### src/rtl/car_drive_controller.sv
// -----------------------------------------------------------------------------
// car_drive_controller
//
// Per-frame driving controller for the player car. Turns keypad commands into
// one-cycle steer pulses for the horizontal car mover and a scroll speed for
// the road/obstacle scrollers, and sequences crash behaviour
// (SPIN -> RECOVER -> DRIVE).
//
// All state, speed and counter updates happen only on clk edges where
// startOfFrame=1 (a "tick"). Outputs are registered, so they change the cycle
// after the tick. The steer pulses last exactly that one cycle.
//
// Optional feature macro: SPIN_WOBBLE_EN
//   defined   : each SPIN tick emits a steer pulse alternating R, L, R, ...
//               (starting with R), which shows as a skid wobble.
//   undefined : no steer pulses during SPIN, and no wobble logic is built.
//
// Parameters:
//   SPEED_MAX      top speed (must not exceed 15)
//   ACCEL_FRAMES   ticks of held accelerate key per +1 speed
//   COAST_FRAMES   ticks without accelerate/brake per -1 speed
//   SPIN_FRAMES    ticks spent in SPIN after a crash
//   RECOVER_FRAMES ticks spent in RECOVER at speed 1
//
// Ports:
//   clk            system clock
//   reset          synchronous, active-high reset
//   startOfFrame   one-clk pulse per video frame
//   keypad[3:0]    key code: 4=left, 6=right, 2=accelerate, 8=brake
//   keypadIsvalid  keypad code valid (level)
//   collision      car/obstacle hit, any cycle
//   EdgeColN       active-low road-edge hit (counts only while driving)
//   steerLeft      one-clk pulse: move car left one step
//   steerRight     one-clk pulse: move car right one step
//   speed[3:0]     current scroll speed, 0..SPEED_MAX
//   state[1:0]     0=IDLE, 1=DRIVE, 2=SPIN, 3=RECOVER
//   crashCount[7:0] saturating crash counter
// -----------------------------------------------------------------------------
module car_drive_controller #(
    parameter int SPEED_MAX      = 8,
    parameter int ACCEL_FRAMES   = 4,
    parameter int COAST_FRAMES   = 8,
    parameter int SPIN_FRAMES    = 32,
    parameter int RECOVER_FRAMES = 16
) (
    input  logic       clk,
    input  logic       reset,
    input  logic       startOfFrame,
    input  logic [3:0] keypad,
    input  logic       keypadIsvalid,
    input  logic       collision,
    input  logic       EdgeColN,
    output logic       steerLeft,
    output logic       steerRight,
    output logic [3:0] speed,
    output logic [1:0] state,
    output logic [7:0] crashCount
);

    typedef enum logic [1:0] {
        ST_IDLE    = 2'd0,
        ST_DRIVE   = 2'd1,
        ST_SPIN    = 2'd2,
        ST_RECOVER = 2'd3
    } state_e;

    localparam int ACCEL_W   = $clog2(ACCEL_FRAMES + 1);
    localparam int COAST_W   = $clog2(COAST_FRAMES + 1);
    localparam int SPIN_W    = $clog2(SPIN_FRAMES + 1);
    localparam int RECOVER_W = $clog2(RECOVER_FRAMES + 1);

    localparam logic [3:0] SPEED_TOP = 4'(SPEED_MAX);

    state_e                 state_q,       state_d;
    logic [3:0]             speed_q,       speed_d;
    logic [ACCEL_W-1:0]     accel_cnt_q,   accel_cnt_d;
    logic [COAST_W-1:0]     coast_cnt_q,   coast_cnt_d;
    logic [SPIN_W-1:0]      spin_cnt_q,    spin_cnt_d;
    logic [RECOVER_W-1:0]   recover_cnt_q, recover_cnt_d;
    logic [7:0]             crash_cnt_q,   crash_cnt_d;
    logic                   crash_q,       crash_d;
    logic                   steer_left_q,  steer_left_d;
    logic                   steer_right_q, steer_right_d;
`ifdef SPIN_WOBBLE_EN
    // 0 -> next SPIN tick steers right, 1 -> next SPIN tick steers left.
    logic                   wobble_q,      wobble_d;
`endif

    // Key decode (only meaningful while the code is valid).
    logic key_left, key_right, key_accel, key_brake;
    assign key_left  = keypadIsvalid && (keypad == 4'd4);
    assign key_right = keypadIsvalid && (keypad == 4'd6);
    assign key_accel = keypadIsvalid && (keypad == 4'd2);
    assign key_brake = keypadIsvalid && (keypad == 4'd8);

    // A crash this cycle; road-edge hits only count while actually driving.
    logic crash_event, crash_pending, crash_armed;
    assign crash_event   = collision || (!EdgeColN && (state_q == ST_DRIVE));
    // Including this cycle's event lets a hit coincident with the tick be
    // consumed by that same tick.
    assign crash_pending = crash_q || crash_event;
    // The latch is only meaningful where a crash can be acted on; it is held
    // clear while parked and while already spinning.
    assign crash_armed   = (state_q == ST_DRIVE) || (state_q == ST_RECOVER);

    always_comb begin
        // NOTE: every *_d gets a default first so no path leaves a signal
        // unassigned, which would otherwise infer a latch.
        state_d       = state_q;
        speed_d       = speed_q;
        accel_cnt_d   = accel_cnt_q;
        coast_cnt_d   = coast_cnt_q;
        spin_cnt_d    = spin_cnt_q;
        recover_cnt_d = recover_cnt_q;
        crash_cnt_d   = crash_cnt_q;
        steer_left_d  = 1'b0;
        steer_right_d = 1'b0;
        // Ticks consume the latch; in between it accumulates hits.
        crash_d       = crash_armed && crash_pending && !startOfFrame;
`ifdef SPIN_WOBBLE_EN
        wobble_d      = wobble_q;
`endif

        if (startOfFrame) begin
            // Crash handling is shared by DRIVE and RECOVER.
            if (crash_armed && crash_pending) begin
                state_d     = ST_SPIN;
                speed_d     = 4'd0;
                spin_cnt_d  = '0;
                accel_cnt_d = '0;
                coast_cnt_d = '0;
                if (crash_cnt_q != 8'hFF) crash_cnt_d = crash_cnt_q + 8'd1;
`ifdef SPIN_WOBBLE_EN
                wobble_d    = 1'b0;
`endif
            end else begin
                unique case (state_q)
                    ST_IDLE: begin
                        speed_d = 4'd0;
                        if (key_accel) begin
                            state_d     = ST_DRIVE;
                            speed_d     = 4'd1;
                            accel_cnt_d = '0;
                            coast_cnt_d = '0;
                        end
                    end

                    ST_DRIVE: begin
                        steer_left_d  = key_left;
                        steer_right_d = key_right;
                        if (key_accel) begin
                            coast_cnt_d = '0;
                            if (accel_cnt_q + ACCEL_W'(1) == ACCEL_W'(ACCEL_FRAMES)) begin
                                accel_cnt_d = '0;
                                if (speed_q != SPEED_TOP) speed_d = speed_q + 4'd1;
                            end else begin
                                accel_cnt_d = accel_cnt_q + ACCEL_W'(1);
                            end
                        end else if (key_brake) begin
                            accel_cnt_d = '0;
                            coast_cnt_d = '0;
                            if (speed_q != 4'd0) speed_d = speed_q - 4'd1;
                        end else begin
                            if (coast_cnt_q + COAST_W'(1) == COAST_W'(COAST_FRAMES)) begin
                                coast_cnt_d = '0;
                                if (speed_q != 4'd0) speed_d = speed_q - 4'd1;
                            end else begin
                                coast_cnt_d = coast_cnt_q + COAST_W'(1);
                            end
                        end
                        // Stalling parks the car on the same tick.
                        if (speed_d == 4'd0) state_d = ST_IDLE;
                    end

                    ST_SPIN: begin
                        speed_d    = 4'd0;
                        spin_cnt_d = spin_cnt_q + SPIN_W'(1);
`ifdef SPIN_WOBBLE_EN
                        steer_right_d = !wobble_q;
                        steer_left_d  = wobble_q;
                        wobble_d      = !wobble_q;
`endif
                        if (spin_cnt_q + SPIN_W'(1) == SPIN_W'(SPIN_FRAMES)) begin
                            state_d       = ST_RECOVER;
                            speed_d       = 4'd1;
                            spin_cnt_d    = '0;
                            recover_cnt_d = '0;
                        end
                    end

                    ST_RECOVER: begin
                        speed_d       = 4'd1;
                        steer_left_d  = key_left;
                        steer_right_d = key_right;
                        recover_cnt_d = recover_cnt_q + RECOVER_W'(1);
                        if (recover_cnt_q + RECOVER_W'(1) == RECOVER_W'(RECOVER_FRAMES)) begin
                            state_d       = ST_DRIVE;
                            recover_cnt_d = '0;
                            accel_cnt_d   = '0;
                            coast_cnt_d   = '0;
                        end
                    end

                    default: state_d = ST_IDLE;
                endcase
            end
        end
    end

    // NOTE: reset is sampled on the clock edge (synchronous), and all state
    // uses non-blocking assignments so every flop sees pre-edge values.
    always_ff @(posedge clk) begin
        if (reset) begin
            state_q       <= ST_IDLE;
            speed_q       <= 4'd0;
            accel_cnt_q   <= '0;
            coast_cnt_q   <= '0;
            spin_cnt_q    <= '0;
            recover_cnt_q <= '0;
            crash_cnt_q   <= 8'd0;
            crash_q       <= 1'b0;
            steer_left_q  <= 1'b0;
            steer_right_q <= 1'b0;
`ifdef SPIN_WOBBLE_EN
            wobble_q      <= 1'b0;
`endif
        end else begin
            state_q       <= state_d;
            speed_q       <= speed_d;
            accel_cnt_q   <= accel_cnt_d;
            coast_cnt_q   <= coast_cnt_d;
            spin_cnt_q    <= spin_cnt_d;
            recover_cnt_q <= recover_cnt_d;
            crash_cnt_q   <= crash_cnt_d;
            crash_q       <= crash_d;
            steer_left_q  <= steer_left_d;
            steer_right_q <= steer_right_d;
`ifdef SPIN_WOBBLE_EN
            wobble_q      <= wobble_d;
`endif
        end
    end

    assign steerLeft  = steer_left_q;
    assign steerRight = steer_right_q;
    assign speed      = speed_q;
    assign state      = state_q;
    assign crashCount = crash_cnt_q;

endmodule

### config.mk
export PLATFORM = sky130hd
export DESIGN_NAME = car_drive_controller
export DESIGN_NICKNAME = d
export VERILOG_FILES = /design/src/rtl/car_drive_controller.sv
export SDC_FILE = /design/constraint.sdc
export NUM_CORES = 1
export LEC_CHECK = 0
export CAP_MARGIN = 25
export CORE_ASPECT_RATIO = 1.75
export CORE_MARGIN = 2
export CORE_UTILIZATION = 55
export CTS_CLUSTER_DIAMETER = 80
export DETAILED_ROUTE_END_ITERATION = 10
export PLACE_DENSITY = 0.79
export REMOVE_ABC_BUFFERS = 1
export SYNTH_ARGS = -nofsm -noshare
export SYNTH_HDL_FRONTEND = slang
export SYNTH_SLANG_ARGS = --single-unit
### constraint.sdc
create_clock -name clk -period 3.8 [get_ports clk]
set_input_delay 0.95 -clock clk [delete_from_list [all_inputs] [get_ports clk]]
set_output_delay 0.95 -clock clk [all_outputs]
set_load 0.05 [all_outputs]
==> results.yml <==
sta:
  rsz0062_at_grt: "false"
  fmax_mhz: 311
  finalSetupTns_ns: 0
  drv_slew: 0
  tightest_slew_ns: 0.831
  setup_viol: 0
  slew_headroom_pct: 43.7
  hold_viol: 0
  holdWs_ns: 0.479
  finalClockSkew_ns: 0.00959
  min_period_ns: 3.21
  finalCritPeriodShare_pct: 84.5
placement:
  dpl_cell_area_um2: 2440
  numPortBuffers: 25
  dp_hpwl_um: 3680
  routabilityCongestion: 0.903
global_route:
  grt_pass1_vias: 1974
  antenna_found_initial: 0
  grt_max_degree: 34
  grt_pass1_wl_um: 8780
  gr-total-overflow: 0
  grt.total_usage_pct: 25.2
clock_network:
  cts.root.buffer_cell: "clkbuf_8"
  post-cts-setup-buffers: 0
  clkSlewWorstSetupHoldPaths_ns: 0.06
  clk_latency_ns: 0.29
  h-tree-depth: 2
  cts_resized: 0
  clock-sinks: 35
  holdBufCountCts: 0
  cts_buffers: 5
  cts_tree: "built"
  max-clock-path-buffers: 2
pwr:
  seq_power_share_pct: 48.4
  p_switching_uw: 168
  clockPowerShare_pct: 44.7
  p_int_uw: 602
  p_sw_share_pct: 21.8
  p_per_area_nw_per_um2: 301
  power_uw: 770
  leakagePower_uw: 0.000897
  combPwrFrac_pct: 6.9
  ir_drop_v: 0.000340
drt:
  initialDrtViolationCount: 56
  ant_nets: 0
  drtPass1Iterations: 4
  drc: 0
  viasPerCell: 5.99
  wire_per_inst_um: 14.7
  vias: 2113
  totalWireLength_um: 5190
synth:
  ys_types: 56
  yosysWarnings: 0
  postSynthCellCount: 282
  avgSynthCellArea_um2: 7.70
  ys_ff_latch: 35
  ys_seq_area_share_pct: 32.3
  synth-edff-count: 0
  synthFlopType: "dfxtp_1"
  async_reset_ff_share_pct: 0
  synth_area_um2: 2170
run:
  cap_viol_max_count: 0
hold_path:
  hp-class: "reg -> reg"
  hold_start: "spin_cnt_q[5]$_SDFFE_PP0P_"
  min_to: "spin_cnt_q[5]$_SDFFE_PP0P_"
  holdPathStages: 2
die:
  die_h_um: 87.1
  die_area_um2: 4490
  coreArea_um2: 3830
  placementRows: 30
  io-pin-count: 26
  start_util_pct: 56.7
  die_w_um: 51.5
worst_setup_path:
  end_kind: "flip-flop"
  path_cells: "clkdlybuf4s50_1, or3b_1, nor2_2, a21oi_4, nand3_1, or3b_1, o41ai_2, a311oi_1"
  rrSetupSlack_ns: 1.33
  cp-start-kind: "input port"
  cp.arrival_ns: 3.36
  timing.rr.end: "state[0]$_SDFFE_PP0P_"
  max_stage_delay_ns: 0.47
  crit_top_cell: "or3b_1"
  rr_worst_depth: 8
  worstSetupPathType: "in -> reg"
  required_ns: 3.95
  worstReg2RegStart: "coast_cnt_q[0]$_SDFFE_PP0P_"
  slowest_stage: "clkdlybuf4s50_1"
  crit_fanout: 10
finish:
  finalInstanceArea_um2: 2560
  syn_to_final_growth_pct: 18.0
  nets: 324
  diodes: 0
  drive_gt1_share_pct: 6.56
outcome:
  status: "complete, no violations"
[flip-flops by register name, indices dropped and copies added, names as in the netlist, named ones only]
signal,flops
accel_cnt_q,3
crash_q,1
state,1
crashCount,8
steerRight,1
spin_cnt_q,6
speed,4
steerLeft,1
recover_cnt_q,5
coast_cnt_q,4
[logic make-up after synthesis]
kind of cell / Yosys count / synth area share (%)
buffers and inverters: 24 / 4.78
multiplexers: 3 / 1.38
adder cells (fa/ha/maj): 10 / 5.76
AO/OA/AOI/OAI: 73 / 22.5
AND/OR/NAND/NOR: 132 / 31.3
flip-flops: 35 / 32.3
XOR/XNOR: 5 / 2.02
[layout make-up]
| cell class | count | area [um2] |
|---|---|---|
| clock buffer | 6 | 82.6 |
| fill | 348 | 1270 |
| inverter | 10 | 37.5 |
| timing repair buffer | 29 | 280 |
| sequential | 35 | 701 |
| multi-input combinational | 223 | 1370 |
| clock inverter | 2 | 35.0 |
| tap | 48 | 60.1 |
[stage by stage]
step	setup WS [ns]	cells	util [%]
final	0.587	353	66.9
after global placement	0.457	345	63.9
after detailed placement	0.403	345	63.9
after CTS	0.602	353	66.9
after global routing	0.455	353	66.9
after floorplan	0.976	268	-
[routing by layer]
metal | up-vias | GRT usage, % | wire, um
li1 | 1069 | - | -
met1 | 989 | 28.4 | 2180
met2 | 47 | 45.7 | 2700
met3 | 8 | 3.78 | 199
met4 | 0 | 10.8 | 105
met5 | - | 0 | 0
[cell usage after synthesis (all sizes together) (2+ instances only)]
library cell / count / share of area, %
nand4: 10 / 2.9
a21oi: 28 / 7.0
o311ai: 2 / 0.81
and3: 5 / 1.4
inv: 10 / 1.7
and2: 2 / 0.58
a211oi: 3 / 1.0
dfxtp: 35 / 32
buf: 4 / 1.3
nand2: 26 / 4.5
a21boi: 4 / 1.4
mux2i: 3 / 1.4
clkbuf: 10 / 1.8
a31oi: 3 / 0.86
nor3: 8 / 1.8
a311oi: 3 / 1.2
xnor2: 2 / 0.81
o2111ai: 2 / 0.81
or2: 2 / 0.58
nand4b: 3 / 1.2
or3: 3 / 0.86
or3b: 2 / 0.81
ha: 10 / 5.8
o31a: 2 / 0.81
nor2b: 4 / 1.2
nand2b: 10 / 2.9
nor2: 34 / 6.0
o21ai: 14 / 3.2
nor4: 2 / 0.58
nand3: 14 / 3.2
xor2: 3 / 1.2
[cell usage in the layout, fill, tap and decap left out, types with 3 or more instances in the layout]
cell type / count
a311oi_1: 3
a211oi_1: 3
clkdlybuf4s50_1: 25
ha_1: 10
nand3_1: 14
nand2b_1: 10
mux2i_1: 3
nor2b_1: 4
a21oi_1: 27
clkbuf_8: 6
dfxtp_1: 35
nor3_1: 8
nor2_1: 33
nand4_1: 10
a31oi_1: 3
a21boi_0: 4
and3_1: 5
buf_4: 4
nand4b_1: 3
nand2_1: 26
or3_1: 3
inv_1: 10
xor2_1: 3
o21ai_0: 13
[worst max-delay path, delay by kind of cell]
family / cells / cell delay, ns
and+or+nand+nor: 4 / 1.41
AOI/OAI and AO/OA: 3 / 0.53
buffers and inverters: 1 / 0.47
[worst max path at each step]
stage	slack (ns)	start	to
final	0.59	keypadIsvalid	state[0]$_SDFFE_PP0P_
after global routing	0.45	keypadIsvalid	state[0]$_SDFFE_PP0P_
after CTS	0.60	keypadIsvalid	state[0]$_SDFFE_PP0P_
after detailed placement	0.40	keypadIsvalid	state[0]$_SDFFE_PP0P_
after global placement	0.46	keypadIsvalid	state[0]$_SDFFE_PP0P_
after floorplan	0.98	keypad[0]	state[0]$_SDFFE_PP0P_
[power groups by stage]
stage / Clock, uW / Combinational [uW] / Sequential [uW]
2_1_floorplan: 0 / 19.7 / 384
3_3_place_gp: 0 / 52.0 / 381
3_5_place_dp: 0 / 52.0 / 381
4_1_cts: 350 / 52.6 / 373
5_1_grt: 367 / 57.3 / 373
6_report: 344 / 52.8 / 373
Note: power is estimated with default switching activity, not from simulation.
==> RTL edit (same flow settings) <==
Change the parameter `SPEED_MAX` from 8 to 7.
--- a/src/rtl/car_drive_controller.sv
+++ b/src/rtl/car_drive_controller.sv
@@ -37,7 +37,7 @@
 //   crashCount[7:0] saturating crash counter
 // -----------------------------------------------------------------------------
 module car_drive_controller #(
-    parameter int SPEED_MAX      = 8,
+    parameter int SPEED_MAX      = 7,
     parameter int ACCEL_FRAMES   = 4,
     parameter int COAST_FRAMES   = 8,
     parameter int SPIN_FRAMES    = 32,
Behaviour: no difference found for any inputs over 10 cycles, from zero or initial values and one cycle with reset high; that may be too few to reach the edited logic, so the function may still have changed.
==> RTL edit against the unedited design <==
- design area rose by 1.7%
- largest power group unchanged
- synthesized area rose by 0.98%
- worst setup slack improved by 0.52 ns
- highest routed layer unchanged
- die area rose by 0.92%
- combinational power fell by 13%
- clock power fell by 22%
- utilization rose by 0.45 points
- critical path depth did not move
- routed wire length rose by 0.13%
- sequential cell count did not move
- maximum frequency rose by 19%
- first-iteration DRC count fell by 41%
- power fell by 12%
==> RTL edit: results (changes against the unedited design) <==
met2 routed WL -> 2700 um (about the same)
detailed placement HPWL -> 3840 um (was 3680 um)
M1 WL -> 2180 um (about the same)
global-route wire length before repair -> 8690 um (was 8780 um)
fillers -> 338 (was 348)
Detailed Route WL -> 5190 um (about the same)
RR Startpoint -> coast_cnt_q[0] (unchanged)
met2 Use GR -> 43.9% (was 45.7%)
Crit Path Max Fanout -> 6 (was 10)
Max-slew headroom -> 54.3% (was 43.7%)
top cells by area, synth -> dfxtp_1 (32%), nor2_1 (5.8%), ha_1 (5.7%) (was dfxtp_1 (32%), a21oi_1 (6.2%), ha_1 (5.8%))
Critical Path Sink -> coast_cnt_q[0] (was state[0])
worst vdd ir -> 0.225 mV (was 0.340 mV)
Pleak -> 0.873 nW (was 0.897 nW)
Tot GR Track Use -> 24.9% (was 25.2%)
Power Dens Cells -> 261 nW/um2 (was 301 nW/um2)
HP Start -> accel_cnt_q[0] (was spin_cnt_q[5])
initial antenna violation count -> 0 (unchanged)
cell count of the worst hold path -> 1 (was 2)
Worst Hold Path EP -> accel_cnt_q[0] (was spin_cnt_q[5])
clk tree area frac -> 3.27% (was 4.59%)
vias in the first global route -> 2005 (was 1974)
min-delay worst type -> reg -> reg (unchanged)
slowest stage delay, CP -> 0.52 ns (was 0.47 ns)
worst-skew pair later-pin latency -> 0.29 ns (about the same)
First DRT Iteration DRCs -> 33 (was 56)
Final non-clock buffer share -> 11.3% (was 10.9%)
Synth Area per Inst -> 8.03 um2 (was 7.70 um2)
Signal buffers -> 31 (was 29)
final setup margin -> 1.11 ns (was 0.587 ns)
layout cells sized above 1 -> 8.52% (was 6.56%)
Met3 Wirelength -> 181 um (was 199 um)
Multi-input gate area -> 1420 um2 (was 1370 um2)
clk_skew -> 0.00529 ns (was 0.00959 ns)
Inverters -> 13 (was 10)
num sequential -> 35 (unchanged)
routed len/inst -> 14.7 um (about the same)
multi-input logic cell count -> 218 (was 223)
Longest Clk Path Bufs -> 2 (unchanged)
sequential fraction of the synthesis area -> 32.0% (was 32.3%)
cts repair resizes -> 0 (unchanged)
synth cell count leaders -> dfxtp_1 (35), nor2_1 (34), a21oi_1 (23), nand2_1 (23), o21ai_0 (17) (was dfxtp_1 (35), nor2_1 (33), a21oi_1 (27))
pre-CTS setup slack -> 0.807 ns (was 0.403 ns)
vias per cell -> 6.02 (was 5.99)
Synth cell types -> 55 (was 56)
DR pass1 iterations -> 4 (unchanged)
largest net degree at the start of global routing -> 17 (was 34)
met1 Use GR -> 28.2% (was 28.4%)
GP Congestion -> 0.871 (was 0.903)
status -> complete, no violations (unchanged)
Worst R2R Setup Slack -> 1.53 ns (was 1.33 ns)
crit path launch -> keypad[3] (was keypadIsvalid)
Placed Area -> 2520 um2 (was 2440 um2)
WP data arrival -> 2.85 ns (was 3.36 ns)
RTL edit: cell types whose count changed in the layout (fill, tap and decap cells not counted), moves of 4 or more:
cell     delta
a21oi_1     -4
nand3_1     -6
nand4_1     -5
o21ai_0     +4
o32ai_1     +5
RTL edit: cell families after synthesis:
group	Yosys count	synth area share [%]
AO/OA/AOI/OAI	74	23.7
AND/OR/NAND/NOR	121	29.5
adder cells (fa/ha/maj)	10	5.71
XOR/XNOR	7	2.80
flip-flops	35	32.0
buffers and inverters	20	3.48
multiplexers	6	2.80
RTL edit: where the power goes:
part           switching (W)  internal, W
combinational      0.0000267    0.0000194
sequential       0.000000550     0.000367
clock               0.000139     0.000128
total               0.000166     0.000514
RTL edit: stage by stage:
stage | utilization [%] | hold WS (ns) | power [W]
after floorplan | - | 0.428 | 0.000391
after global placement | 65.2 | 0.450 | 0.000421
after detailed placement | 65.2 | 0.471 | 0.000422
after CTS | 67.4 | 0.485 | 0.000686
after global routing | 67.4 | 0.496 | 0.000701
final | 67.4 | 0.483 | 0.000681
